### src/rtl/bus_arbiter_2to1.sv
// Two-requester round-robin bus arbiter that drives the common select of the DATA_W MUX_2to1_1B slices.
// Define ARB_PREEMPT_EN to enable hold-limit preemption after MAX_HOLD contended cycles.
module bus_arbiter_2to1 #(
  parameter int DATA_W   = 8,
  parameter int MAX_HOLD = 4
) (
  input  logic              clk,
  input  logic              rst,
  input  logic              req_a,
  input  logic              req_b,
  input  logic [DATA_W-1:0] data_a,
  input  logic [DATA_W-1:0] data_b,
  output logic              gnt_a,
  output logic              gnt_b,
  output logic              sel,
  output logic [DATA_W-1:0] bus_data,
  output logic              bus_valid,
  output logic              busy
);

  typedef enum logic [1:0] {IDLE, OWN_A, OWN_B} state_t;

  if (MAX_HOLD < 2 || MAX_HOLD > 15) begin : g_bad_max_hold
    $error("MAX_HOLD must be in 2..15");
  end

  state_t state_q, state_d;
  logic   last_q, last_d;
  logic   gnt_a_q, gnt_a_d;
  logic   gnt_b_q, gnt_b_d;
  logic   sel_q, sel_d;
`ifdef ARB_PREEMPT_EN
  logic [3:0] hold_cnt_q, hold_cnt_d;
`endif

  // last_q: 0 = A was granted last, 1 = B was granted last
  always_comb begin
    state_d = state_q;
`ifdef ARB_PREEMPT_EN
    hold_cnt_d = '0;
`endif
    case (state_q)
      IDLE: begin
        if (req_a && req_b) state_d = last_q ? OWN_A : OWN_B;
        else if (req_a)     state_d = OWN_A;
        else if (req_b)     state_d = OWN_B;
      end
      OWN_A: begin
        if (!req_a) begin
          state_d = req_b ? OWN_B : IDLE;
        end else if (req_b) begin
`ifdef ARB_PREEMPT_EN
          if (hold_cnt_q == 4'(MAX_HOLD - 1)) state_d = OWN_B;
          else                                hold_cnt_d = hold_cnt_q + 4'd1;
`endif
        end
      end
      OWN_B: begin
        if (!req_b) begin
          state_d = req_a ? OWN_A : IDLE;
        end else if (req_a) begin
`ifdef ARB_PREEMPT_EN
          if (hold_cnt_q == 4'(MAX_HOLD - 1)) state_d = OWN_A;
          else                                hold_cnt_d = hold_cnt_q + 4'd1;
`endif
        end
      end
      default: state_d = IDLE;
    endcase

    last_d  = last_q;
    sel_d   = sel_q;
    gnt_a_d = (state_d == OWN_A);
    gnt_b_d = (state_d == OWN_B);
    // Select and priority only move on ownership; IDLE keeps sel so the bus does not glitch
    if (state_d == OWN_A) begin
      last_d = 1'b0;
      sel_d  = 1'b0;
    end else if (state_d == OWN_B) begin
      last_d = 1'b1;
      sel_d  = 1'b1;
    end
  end

  always_ff @(posedge clk) begin
    if (rst) begin
      state_q    <= IDLE;
      last_q     <= 1'b1;
      gnt_a_q    <= 1'b0;
      gnt_b_q    <= 1'b0;
      sel_q      <= 1'b0;
`ifdef ARB_PREEMPT_EN
      hold_cnt_q <= '0;
`endif
    end else begin
      state_q    <= state_d;
      last_q     <= last_d;
      gnt_a_q    <= gnt_a_d;
      gnt_b_q    <= gnt_b_d;
      sel_q      <= sel_d;
`ifdef ARB_PREEMPT_EN
      hold_cnt_q <= hold_cnt_d;
`endif
    end
  end

  assign gnt_a     = gnt_a_q;
  assign gnt_b     = gnt_b_q;
  assign sel       = sel_q;
  assign busy      = gnt_a_q | gnt_b_q;
  assign bus_data  = sel_q ? data_b : data_a;
  assign bus_valid = (gnt_a_q & req_a) | (gnt_b_q & req_b);

endmodule

### config.mk
export PLATFORM = sky130hd
export DESIGN_NAME = bus_arbiter_2to1
export DESIGN_NICKNAME = d
export VERILOG_FILES = /design/src/rtl/bus_arbiter_2to1.sv
export SDC_FILE = /design/constraint.sdc
export NUM_CORES = 1
export LEC_CHECK = 0
export CORE_AREA = 2 2 41 43
export CTS_BUF_LIST = sky130_fd_sc_hd__clkbuf_8
export DETAILED_ROUTE_END_ITERATION = 12
export DIE_AREA = 0 0 43 45
export PLACE_DENSITY = 0.7
export SYNTH_ARGS = -nofsm -noshare
export SYNTH_HDL_FRONTEND = slang
export SYNTH_SLANG_ARGS = --single-unit
export TNS_END_PERCENT = 50
### constraint.sdc
create_clock -name clk -period 1.3 [get_ports clk]
set_clock_uncertainty 0.05 [all_clocks]
set_input_delay 0.26 -clock clk [delete_from_list [all_inputs] [get_ports clk]]
set_output_delay 0.26 -clock clk [all_outputs]
set_load 0.1 [all_outputs]
======== After elaboration in Yosys (flattened, before gate mapping) ========
Cells that the tools add are included.
Widths: inputs -> output; s select.
operators by class
  eq/ne operators ......................... 4
  mux-type cells .......................... 12
  bitwise gates (word level) .............. 4
  reductions and logical operators ........ 4
operators with widths
  kind                count
  $mux 2              7
  $mux 8              1
  $pmux 2 s3          1
  $eq 2x1->1 const B  2
  $eq 2x2->1 const B  2
  $mux 1              3
  $and 1x1->1         2
  $logic_not 2->1     1
  $or 1x1->1          2
  $reduce_bool 2->1   1
  $reduce_or 2->1     1
  $logic_and 1x1->1   1
storage, ports and cells
  register bits after elaboration ......... 6
  input bits .............................. 20
  output and inout bits ................... 13

======== Logic depth before layout (Yosys ltp) ========
  depth in word-level cells ............... 7
  depth in mapped cells ................... 7
  gate-level depth less buffers ........... 7

======== Worst setup path before layout ========
OpenSTA, ideal clock, no wires.
  path kind ............................... reg-to-output
  from .................................... reg gnt_b_q, in the netlist gnt_b
  to ...................................... out bus_valid
  arrival ................................. 1.838 ns
  path slack .............................. -0.848 ns
  cell stages (with the launch flop) ...... 2
  path buffers ............................ 0
  cells stage by stage .................... dfxtp_1 a22o_1
between the ends
  cells in the longest elaborated chain, start to end .. 2
RTL lines
  item                      line  source
  start: declaration        30    logic gnt_b_q, gnt_b_d;
  start signal: assignment  99    gnt_b_q <= gnt_b_d;
  $and 1x1->1               112   assign bus_valid = (gnt_a_q & req_a) | (gnt_b_q & req_b);
  $or 1x1->1                112
  end: declaration          17    output logic bus_valid,
No other way between the ends.

======== Worst setup path after layout ========
  from .................................... reg sel_q, in the netlist sel
  to ...................................... out bus_data[7]
between the ends
  cells in the longest elaborated chain, start to end .. 1
RTL lines
  item                      line  source
  start: declaration        31    logic sel_q, sel_d;
  start signal: assignment  100   sel_q <= sel_d;
  $mux 8                    111   assign bus_data = sel_q ? data_b : data_a;
  end: declaration          16    output logic [DATA_W-1:0] bus_data,
No other way between the ends.

==> reports/metrics.cfg <==
[timing]
worst_slew_pin_slew_ps=272
slew_violations=0
setup_violations=11
timing.fmax_mhz=669
rsz0062_at_grt=true
relSlewSlack_pct=81.8
hold_violations=0
setup_slack_ps=-194
fin_crit_ps=1490
post-route-period-util_pct=115

[worst_setup_path]
crit_required_ps=990
critPathArrivalTime_ps=1180
critPathMaxStageDelay_ps=350
slowest_stage=dfxtp_4
crit_fanout=5
worstPathCellList=buf_12, mux2_4, buf_12
crit_path_end_kind=output port
critPathMostFrequentCell=buf_12
critPathLaunchType=register
crit_type=reg -> out

[synth]
avgSynthCellArea_um2=11.0
syn_nets=63
ys_warn_count=0
yosysTopAreaCell=dfxtp_1
ys_types=16
synth_top_area_share_pct=28.0
synth_area_leaders=dfxtp_1 (28%), mux2_4 (28%), ha_1 (12%), nor2b_1 (4.4%), nor2_1 (3.5%)
seq_area_frac_synth_pct=28.0
synth.cell_area_um2=429
synth_cells=39
synth_seq_cells=6

[final_layout]
mostFrequentLayoutCells=clkdlybuf4s50_1 (17), buf_12 (14), mux2_4 (8), buf_4 (5), nor2_1 (4)
syn_to_final_growth_pct=157
drive_above_1_share_pct=62.7
antenna_cells=0
nNetsFinal=108
layout_commonest_cell=clkdlybuf4s50_1
fin_util_pct=74.8

[global_route]
grt_use_total_pct=16.0
grt_pass1_wl_um=2220
grt_pass1_vias=465
grt_overflow_total=0
grt_max_degree=7
antenna_found_initial=0

[floorplanning]
fp.dieW_um=43
coreArea_um2=1470
dieArea_um2=1940
die_height_um=45
initial_utilization_pct=29.2
ioPinCount=33
row_count=14

[power]
leakagePower_nw=0.487
power_density_nw_per_um2=1080
ir_worst_vdd_uv=714

[clocking]
cts-htree-levels=1
clock-sinks=6
tritoncts.num_buffers=3
clock_latency_ps=220
cts_tree=done
cts_buffer_depth=2
path_clk_slew_ps=40
clockRootBuffer=clkbuf_8

[route]
drtIter0Drc=4
drt_pass1_iterations=4
wl_per_cell_um=15.0
wl_um=1490
drc_errors=0
vias=472
viasPerCell=4.77
ant_nets=0

[outcome]
violations=negative setup slack
status=finished, violations left

[hold_path]
min_path_type=reg -> reg

[place]
gp_congestion=0.778
port_buffers=32
dp.final_hpwl_um=1060
place_worst_setup_slack_ps=-534

[run]
timing.max_cap.violations=0

==> metal layers <==
metal	routed length, um	GRT usage [%]	up-vias	share of wire, %
li1	-	-	221	-
met1	608	18.7	221	41
met2	772	28.5	23	52
met3	62	3.60	7	4.2
met4	42	6.06	0	2.8
met5	0	0	-	0
==> report_power, final <==
group / leakage [nW] / total [W] / internal [W] / switching (W)
Sequential: 0.0518 / 0.000220 / 0.000201 / 0.0000187
Clock: 0.0269 / 0.000289 / 0.000203 / 0.0000855
Combinational: 0.408 / 0.000685 / 0.000308 / 0.000377
Total: 0.487 / 0.00119 / 0.000712 / 0.000482
==> cells in the mapped netlist (all sizes together) <==
master and count:
mux2 8, dfxtp 6, ha 4, nor2 4, inv 3, nor2b 3, nand2b 2, a21oi 1
a22o 1, buf 1, mux2i 1, nor3 1, nor3b 1, o21ai 1, o21ba 1, or2 1
==> kinds of logic after synthesis <==
kind of cell	count (synthesis)	share of synthesized area (%)
mux	9	30.3
fa+ha+maj	4	11.7
compound gates	4	8.46
buf+inv	4	5.25
simple gates	12	16.3
flops	6	28.0
==> repair_timing <==
item                                    in CTS  in global routing
resized for setup                            9                 16
pin swaps                                    2                  5
endpoints found under the hold margin        0                  0
endpoints found under the setup margin      14                 15
hold buffers                                 0                  0
setup buffers                                4                  1
==> final cells by class <==
cell class	count	area, um2
multi-input combinational	29	352
inverter	3	11.3
clock buffer	3	41.3
clock inverter	1	3.75
fill	96	370
tap	16	20.0
timing repair buffer	41	538
sequential	6	135
==> registers in the layout, summed over array words and instances (netlist names) <==
| signal | count |
|---|---|
| gnt_a | 1 |
| gnt_b | 1 |
| last_q | 1 |
| sel | 1 |
| state_q | 2 |
==> through the flow <==
step	power, W	hold slack (ps)	cells	instance area [um2]	setup TNS (ps)
6_report	0.00119	480	99	1100	-1690
2_1_floorplan	0.000593	274	39	450	-1460
4_1_cts	0.00115	482	98	1030	-1620
3_5_place_dp	0.000841	474	90	936	-3250
5_1_grt	0.00124	509	99	1100	-2060
3_3_place_gp	0.000832	457	90	936	-2860
==> final timing paths <==
kind	slack [ps]	endpoint	start	cells past startpoint
setup / recovery	-190	bus_data[7]	sel$_SDFFE_PP0N_	3
hold / removal	480	last_q$_SDFFE_PP1P_	last_q$_SDFFE_PP1P_	2
setup reg to reg	-30	last_q$_SDFFE_PP1P_	state_q[1]$_SDFF_PP0_	6
hold reg to reg	480	last_q$_SDFFE_PP1P_	last_q$_SDFFE_PP1P_	2
==> critical path: cells and delay by family (launching register included) <==
kind,cells,cell delay [ps]
flops,1,350
mux,1,310
buf+inv,2,300
Note: power is estimated with default switching activity, not from simulation.
